$ cat src/rtl/fetch_pkg.sv
// Shared types and constants for the instruction-fetch queue.
//   XLEN / ILEN : address and instruction widths
//   slot_t      : one queue entry {filled, pc, instr}
//   NOP         : canonical bubble instruction for downstream stages
//   cnt_width() : width of an occupancy counter for a given queue depth
package fetch_pkg;

    localparam int unsigned XLEN = 32;
    localparam int unsigned ILEN = 32;

    localparam logic [ILEN-1:0] NOP = 32'h0000_0013;

    typedef struct packed {
        logic            filled;
        logic [XLEN-1:0] pc;
        logic [ILEN-1:0] instr;
    } slot_t;

    // Occupancy ranges 0..DEPTH, so one bit more than the pointer width.
    function automatic int unsigned cnt_width(input int unsigned depth);
        return $clog2(depth) + 1;
    endfunction

endpackage

$ cat src/rtl/fetch_slot_ring.sv
// In-order ring of fetch slots.
//   clk, rst            : clock, synchronous active-high reset
//   clear               : drop every slot at the edge (overrides all else)
//   reserve, reserve_pc : claim the tail slot for a granted fetch
//   fill, fill_data     : write the oldest reserved-but-unfilled slot
//   pop                 : retire the head slot
//   head_c              : head slot contents (filled=0 when nothing to deliver)
//   occupancy           : reserved + filled slots
//   unfilled            : reserved slots still waiting for data
module fetch_slot_ring
    import fetch_pkg::*;
#(
    parameter int unsigned DEPTH = 4
) (
    input  logic                     clk,
    input  logic                     rst,
    input  logic                     clear,
    input  logic                     reserve,
    input  logic [XLEN-1:0]          reserve_pc,
    input  logic                     fill,
    input  logic [ILEN-1:0]          fill_data,
    input  logic                     pop,
    output slot_t                    head_c,
    output logic [$clog2(DEPTH):0]   occupancy,
    output logic [$clog2(DEPTH):0]   unfilled
);

    localparam int unsigned AW = $clog2(DEPTH);
    localparam int unsigned CW = AW + 1;

    slot_t          slots [DEPTH];
    logic [AW-1:0]  head_ptr;
    logic [AW-1:0]  tail_ptr;
    logic [AW-1:0]  fill_ptr;

    // Popped slots have filled cleared, so an empty ring always shows filled=0 at the head.
    assign head_c = slots[head_ptr];

    // Pointer and slot update; reserve/fill/pop never touch the same slot in one cycle.
    always_ff @(posedge clk) begin
        if (rst || clear) begin
            head_ptr  <= '0;
            tail_ptr  <= '0;
            fill_ptr  <= '0;
            occupancy <= '0;
            unfilled  <= '0;
            for (int unsigned i = 0; i < DEPTH; i++) begin
                slots[i].filled <= 1'b0;
            end
        end else begin
            if (reserve) begin
                slots[tail_ptr] <= slot_t'{filled: 1'b0, pc: reserve_pc, instr: '0};
                tail_ptr        <= tail_ptr + AW'(1);
            end
            if (fill) begin
                slots[fill_ptr].filled <= 1'b1;
                slots[fill_ptr].instr  <= fill_data;
                fill_ptr               <= fill_ptr + AW'(1);
            end
            if (pop) begin
                slots[head_ptr].filled <= 1'b0;
                head_ptr               <= head_ptr + AW'(1);
            end
            occupancy <= occupancy + CW'(reserve) - CW'(pop);
            unfilled  <= unfilled + CW'(reserve) - CW'(fill);
        end
    end

endmodule

$ cat src/rtl/fetch_queue.sv
// Instruction-fetch stage between the PC generator and decode.
//   i_clk, i_rst     : clock, synchronous active-high reset
//   pc, pc_four      : current PC in, sequential next PC out (pc+4 on grant, else pc)
//   i_flush          : redirect; drops queued and in-flight fetches
//   imem_req/addr    : fetch request and address (address is pc)
//   imem_gnt         : request accepted
//   imem_rvalid/rdata: in-order instruction response
//   o_valid/o_pc/o_instr, i_ready : head instruction handshake to decode
module fetch_queue
    import fetch_pkg::*;
#(
    parameter int unsigned DEPTH = 4
) (
    input  logic            i_clk,
    input  logic            i_rst,
    input  logic [XLEN-1:0] pc,
    output logic [XLEN-1:0] pc_four,
    input  logic            i_flush,
    output logic            imem_req,
    output logic [XLEN-1:0] imem_addr,
    input  logic            imem_gnt,
    input  logic            imem_rvalid,
    input  logic [ILEN-1:0] imem_rdata,
    output logic            o_valid,
    output logic [XLEN-1:0] o_pc,
    output logic [ILEN-1:0] o_instr,
    input  logic            i_ready
);

    localparam int unsigned CW = cnt_width(DEPTH);
    localparam int unsigned OW = 8;

    slot_t          head;
    logic [CW-1:0]  occupancy;
    logic [CW-1:0]  unfilled;
    logic           accept;
    logic           drop;
    logic           fill;
    logic           pop;
    logic           retire_on_flush;

    // outstanding counts every fetch still owed by memory, including the ones
    // already marked for discard; discard is the prefix of those to be dropped.
    logic [OW-1:0]  outstanding;
    logic [OW-1:0]  discard;

    // Request depends only on registered occupancy, reset and flush.
    assign imem_req  = ~i_rst & ~i_flush & (occupancy < CW'(DEPTH));
    assign imem_addr = pc;
    assign accept    = imem_req & imem_gnt;
    assign pc_four   = accept ? pc + XLEN'(4) : pc;

    // Response routing: older discarded fetches return first.
    assign drop = imem_rvalid & (discard != '0);
    assign fill = imem_rvalid & (discard == '0) & (unfilled != '0) & ~i_flush;

    assign o_valid = head.filled;
    assign pop     = o_valid & i_ready & ~i_flush;
    assign o_pc    = o_valid ? head.pc    : '0;
    assign o_instr = o_valid ? head.instr : '0;

    assign retire_on_flush = imem_rvalid & (outstanding != '0);

    fetch_slot_ring #(
        .DEPTH (DEPTH)
    ) u_ring (
        .clk        (i_clk),
        .rst        (i_rst),
        .clear      (i_flush),
        .reserve    (accept),
        .reserve_pc (pc),
        .fill       (fill),
        .fill_data  (imem_rdata),
        .pop        (pop),
        .head_c     (head),
        .occupancy  (occupancy),
        .unfilled   (unfilled)
    );

    // In-flight bookkeeping; on flush everything still owed becomes discard,
    // less a response arriving in the flush cycle itself.
    always_ff @(posedge i_clk) begin
        if (i_rst) begin
            outstanding <= '0;
            discard     <= '0;
        end else if (i_flush) begin
            outstanding <= outstanding - OW'(retire_on_flush);
            discard     <= outstanding - OW'(retire_on_flush);
        end else begin
            outstanding <= outstanding + OW'(accept) - OW'(drop | fill);
            discard     <= discard - OW'(drop);
        end
    end

    // A response with nothing waiting for it is ignored by the datapath.
    always_ff @(posedge i_clk) begin
        if (!i_rst && !i_flush && imem_rvalid) begin
            assert (discard != '0 || unfilled != '0)
                else $error("fetch_queue: imem_rvalid with no pending fetch");
        end
    end

endmodule

$ cat config.mk
export PLATFORM = sky130hd
export DESIGN_NAME = fetch_queue
export DESIGN_NICKNAME = d
export VERILOG_FILES = /design/src/rtl/fetch_pkg.sv /design/src/rtl/fetch_slot_ring.sv /design/src/rtl/fetch_queue.sv
export SDC_FILE = /design/constraint.sdc
export NUM_CORES = 1
export LEC_CHECK = 0
export ABC_AREA = 1
export CORE_ASPECT_RATIO = 0.9
export CORE_MARGIN = 2
export CORE_UTILIZATION = 43
export CTS_CLUSTER_SIZE = 25
export DETAILED_ROUTE_END_ITERATION = 7
export HOLD_SLACK_MARGIN = 0.02
export PLACE_DENSITY = 0.7
export SLEW_MARGIN = 15
export SYNTH_ARGS = -nofsm -noshare
export SYNTH_HDL_FRONTEND = slang
export SYNTH_SLANG_ARGS = --single-unit
$ cat constraint.sdc
create_clock -name i_clk -period 4.44 [get_ports i_clk]
set_input_delay 1.332 -clock i_clk [delete_from_list [all_inputs] [get_ports i_clk]]
set_output_delay 1.332 -clock i_clk [all_outputs]
set_load 0.02 [all_outputs]
# Word-level counts from Yosys, hierarchy flattened
# Memories as Yosys holds them, arrays and structs flattened. A register that Yosys moved wholly into a read port is not among the register bits.
# Cells that the tools add are included.
[word_totals]
regBits = 28
n_memories = 1
latch_bits = 0
rom_bits = 0
ram_bits = 260
output_inout_bits = 130
[memory_table]
columns = ["memory", "words", "word_bits", "rd", "rd_clocked_by_memory_dff", "wr", "line", "text"]
rows = [
  ["u_ring.slots", 4, 65, 1, 1, 4, "fetch_slot_ring.sv:31", "slot_t slots [DEPTH];"],
]
[classes]
mux = 27
shifts = 0
n_eq_ne = 0
n_addsub = 12
n_lt_le_gt_ge = 1
bitwise = 13
n_div = 0
reduce_logical = 8
n_mul = 0
[ops]
columns = ["cell", "n"]
rows = [
  ["65-bit two-way mux", 3],
  ["65-bit OR reduction", 3],
  ["32-bit two-way mux", 3],
  ["32-bit by 3-bit adder with 32-bit output (second input constant)", 1],
  ["8-bit by 1-bit subtractor with 8-bit output", 3],
  ["8-bit two-way mux", 2],
  ["8-bit nonzero test", 2],
  ["2-bit two-way mux", 7],
  ["1-bit two-way mux", 11],
  ["1-bit AND", 10],
  ["8-bit by 1-bit adder with 8-bit output", 1],
  ["8-bit zero test", 1],
  ["2-bit by 1-bit adder with 2-bit output (second input constant)", 3],
  ["3-bit by 1-bit adder with 3-bit output", 2],
  ["3-bit by 1-bit subtractor with 3-bit output", 2],
  ["3-bit less-than comparator (second input constant)", 1],
  ["3-bit two-way mux", 1],
  ["3-bit nonzero test", 1],
  ["1-bit inverter", 2],
  ["1-bit logical OR", 1],
  ["1-bit bitwise OR", 1],
]

# Longest topological paths before layout
[logic_depth]
depth_word = 9
depth_mapped = 19
ltp_nobuf = 19

# Modules after synthesis
# Synthesis repeated with hierarchy kept, for this count alone.
[hier_totals]
hier_cells = 1506
hier_area_um2 = 14383.8
[by_module_without_submodules]
columns = ["module", "instances", "area_per_inst_um2", "seq_area_each_um2", "cells_each"]
rows = [
  ["fetch_slot_ring", 1, 11303.3, 8047.7, 927],
  ["fetch_queue", 1, 3080.5, 320.3, 579],
]

# Worst setup path after synthesis
# No wires, ideal clock.
[synth_timing]
path_kind = "input port to output port"
from = "input port i_flush"
to = "output port pc_four[17]"
path_stages = 8
slack_ns = 0.580
arrival_ns = 2.528
path_cell_list = "buf_6 > nor2_4 > nand3_4 > nor2_4 > nand2_4 > nor2_8 > nand2_2 > xnor2_1"
[synth_via]
elab_chain_cells = 5
[synth_rtl]
columns = ["item", "line", "text"]
rows = [
  ["start, declared", "fetch_queue.sv:18", "input logic i_flush,"],
  ["1-bit inverter", "fetch_queue.sv:48", "assign imem_req = ~i_rst & ~i_flush & (occupancy < CW'(DEPTH));"],
  ["1-bit AND (2 in a row)", "fetch_queue.sv:48", ""],
  ["1-bit AND", "fetch_queue.sv:50", "assign accept = imem_req & imem_gnt;"],
  ["32-bit two-way mux", "fetch_queue.sv:51", "assign pc_four = accept ? pc + XLEN'(4) : pc;"],
  ["end, declared", "fetch_queue.sv:17", "output logic [XLEN-1:0] pc_four,"],
]
# Every way passes these cells.

# Worst setup path in the final report
[layout_timing]
from = "input port pc[9]"
to = "output port pc_four[19]"
[layout_via]
elab_chain_cells = 2
[layout_rtl]
columns = ["item", "line", "text"]
rows = [
  ["start, declared", "fetch_queue.sv:16", "input logic [XLEN-1:0] pc,"],
  ["32-bit by 3-bit adder with 32-bit output", "fetch_queue.sv:51", ""],
  ["32-bit two-way mux", "fetch_queue.sv:51", ""],
]
# Every way passes these cells.

==> flow_metrics.py <==
metrics = {
    "timing": {
        "fmaxAchievable_mhz": 229,
        "maxSlewViolCount": 0,
        "hold_slack_ns": 0.466,
        "hold_viol": 0,
        "finalCritPeriodShare_pct": 98.3,
        "tightest_slew_ns": 0.718,
        "fin_skew_ns": 0.0238,
        "rsz0062_at_grt": "yes",
        "setup_viol_count_final": 0,
        "relSlewSlack_pct": 52.1,
        "layout_min_cycle_time_ns": 4.36,
    },
    "global_route": {
        "grt_usage_pct": 20.5,
        "grt_max_degree": 77,
        "grt_pass1_wl_um": 56300,
        "antenna_found_initial": 2,
        "grt.overflow.total": 0,
        "grt_pass1_vias": 10800,
    },
    "power": {
        "power_mw": 7.03,
        "p_leak_nw": 7.63,
        "powerDensity_nw_per_um2": 382,
        "vdd.ir_drop.worst_mv": 0.259,
    },
    "floorplanning": {
        "rows": 63,
        "start_util_pct": 43.7,
        "dieWidth_um": 197,
        "core_region_area_um2": 32900,
        "chipHeight_um": 178,
        "die-area_um2": 35000,
        "io_pins": 200,
    },
    "clock_tree": {
        "cts.sinks": 290,
        "clkTransAtPathRegs_ns": 0.06,
        "ctsHoldBuffers": 0,
        "cts-htree-levels": 2,
        "clock-root-buffer": "clkbuf_16",
        "cts_tree": "done",
        "insertion_delay_ns": 0.50,
        "cts_buffer_depth": 3,
        "cts_made_buffers": 34,
    },
    "worst_hold_path": {
        "hold_start": "u_ring.tail_ptr[0]",
        "hold_class": "reg2reg",
        "whs_path_depth": 2,
        "hold_path_end": "u_ring.tail_ptr[0]",
    },
    "setup_path": {
        "r2r-start": "discard[3]",
        "path_max_fanout": 5,
        "rr_worst_depth": 19,
        "reg2reg_to": "outstanding[6]",
        "regToRegSetupSlack_ns": 1.44,
        "crit_type": "in2out",
        "crit_arrival_ns": 3.03,
        "cp-end-kind": "primary output",
        "worst-endpoint-required_ns": 3.11,
        "startpoint_type": "primary input",
    },
    "job": {
        "max-cap-violations": 0,
    },
    "yosys": {
        "avgSynthCellArea_um2": 9.64,
        "yosysTopAreaCell": "edfxtp_1",
        "syn-num-nets": 1601,
        "synth_flop_cell": "edfxtp_1",
        "synthesis.area_um2": 14400,
        "synthTopCellsByArea": "edfxtp_1, nor2_1, nand2_1, dfxtp_1, inv_1",
        "synth_top_area_share_pct": 53.3,
        "yosysWarnings": 0,
        "ys_seq_area_share_pct": 58.1,
        "yosysUniqueCellTypes": 40,
        "ys_seq_elements": 290,
        "synthCells": 1495,
        "synth_edf_count": 256,
        "async_reset_ff_share_pct": 0,
    },
    "place": {
        "io_buffers": 199,
        "dpl.hpwl_um": 23500,
        "routabilityCongestion": 0.908,
        "place_area_um2": 17100,
    },
    "run_status": {
        "outcome": "finished, final reports clean",
    },
    "detailed_routing": {
        "vias": 11200,
        "postRouteAntennaNets": 0,
        "drtPass1Iterations": 5,
        "drt_iter0_markers": 743,
        "wl_um": 36000,
        "avgViaCountPerCell": 5.12,
        "wire_per_inst_um": 16.5,
        "drcViolationCount": 0,
    },
    "final_layout": {
        "drive_above_1_share_pct": 13.8,
        "final_area_um2": 18400,
        "fillers": 2851,
        "fin_nets": 1843,
        "syn_to_final_growth_pct": 27.6,
    },
}
==> layout by cell type (no fill, tap or decap), types with 12 or more instances in the layout <==
cell and n:
edfxtp_1 256, buf_4 103, clkdlybuf4s50_1 158, nand3_1 34, nor2_4 12, xor2_1 15
nand2_1 214, nor2_1 358, dfxtp_1 32, inv_1 180, a21oi_1 29, clkbuf_16 35
nor2_2 19, o21ai_0 88, o32ai_1 64, ha_1 32
==> kinds of logic after synthesis <==
family / Yosys count / share of synthesized area, %
DFF: 290 / 58.1
AOI/OAI and AO/OA: 186 / 8.23
xor gates and xnor gates: 22 / 1.39
adders and majority gates: 36 / 3.28
and+or+nand+nor: 675 / 19.7
buffers and inverters: 286 / 9.36
==> flip-flops by register name, summed over array words and instances, names as in the netlist, named ones only <==
signal,count
u_ring.slots,260
u_ring.fill_ptr,2
u_ring.occupancy,3
u_ring.head_ptr,2
u_ring.tail_ptr,2
outstanding,8
discard,8
u_ring.unfilled,3
==> per-stage QoR <==
stage,std cells,worst slack [ns],utilization [%],setup TNS [ns]
floorplan,1495,0.580,-,0
global placement,2116,-0.526,52.0,-9.01
detailed placement,2116,-0.547,52.0,-9.57
CTS,2178,-0.0440,55.4,-0.0814
global route,2185,-0.0274,55.8,-0.0467
finish,2185,0.0755,55.8,0
==> where the power goes <==
| group | total (mW) | internal (mW) | switching, mW |
|---|---|---|---|
| clock | 2.70 | 1.65 | 1.05 |
| sequential | 3.07 | 3.03 | 0.0422 |
| combinational | 1.25 | 0.487 | 0.763 |
| total | 7.03 | 5.17 | 1.86 |
==> final cells by class <==
type	instances	area, um2	share of cell area (%)
Sequential cell	290	8380	45.5
Multi-Input combinational cell	919	4820	26.2
Timing Repair Buffer	308	2880	15.7
Clock buffer	42	922	5.01
Inverter	184	693	3.77
Tap cell	422	528	2.87
Clock inverter	18	171	0.932
Antenna cell	2	5.00	0.0272
==> worst max-delay path by stage <==
stage,startpoint,end
2_1_floorplan,i_flush,pc_four[17]
3_3_place_gp,pc[4],pc_four[26]
3_5_place_dp,pc[4],pc_four[26]
4_1_cts,pc[4],pc_four[26]
5_1_grt,pc[11],pc_four[29]
6_report,pc[9],pc_four[19]
==> timing repair <==
| item | CTS | global route |
|---|---|---|
| pin swaps | 4 | 12 |
| resized for setup | 80 | 55 |
| setup endpoints to repair | 30 | 27 |
| endpoints found under the hold margin | 0 | 0 |
| buffers inserted | 2 | 5 |
==> cell usage after synthesis, drive strengths merged, types with 15 or more instances <==
cell / instances
a21oi: 29
inv: 183
clkbuf: 27
o32ai: 64
nor2: 390
dfxtp: 34
buf: 75
xor2: 15
nand3: 36
ha: 33
edfxtp: 256
nand2: 226
o21ai: 89
==> routing by layer <==
metal  vias up  share of wire (%)  GRT usage [%]
met1      5379                 44           27.8
met3        75                5.1           2.58
met5         -                  0              0
met4         0                3.2           7.33
met2       312                 47           34.0
li1       5414                  -              -
==> critical path: stages <==
cell and delay (ns):
clkdlybuf4s50_1 0.56, nand2_1 0.13, nor2_2 0.18, buf_4 0.14, nand2_4 0.08, nor2_8 0.15, nand2_2 0.07, xnor2_2 0.12
clkdlybuf4s15_2 0.27
(Power assumes the default switching activity.)
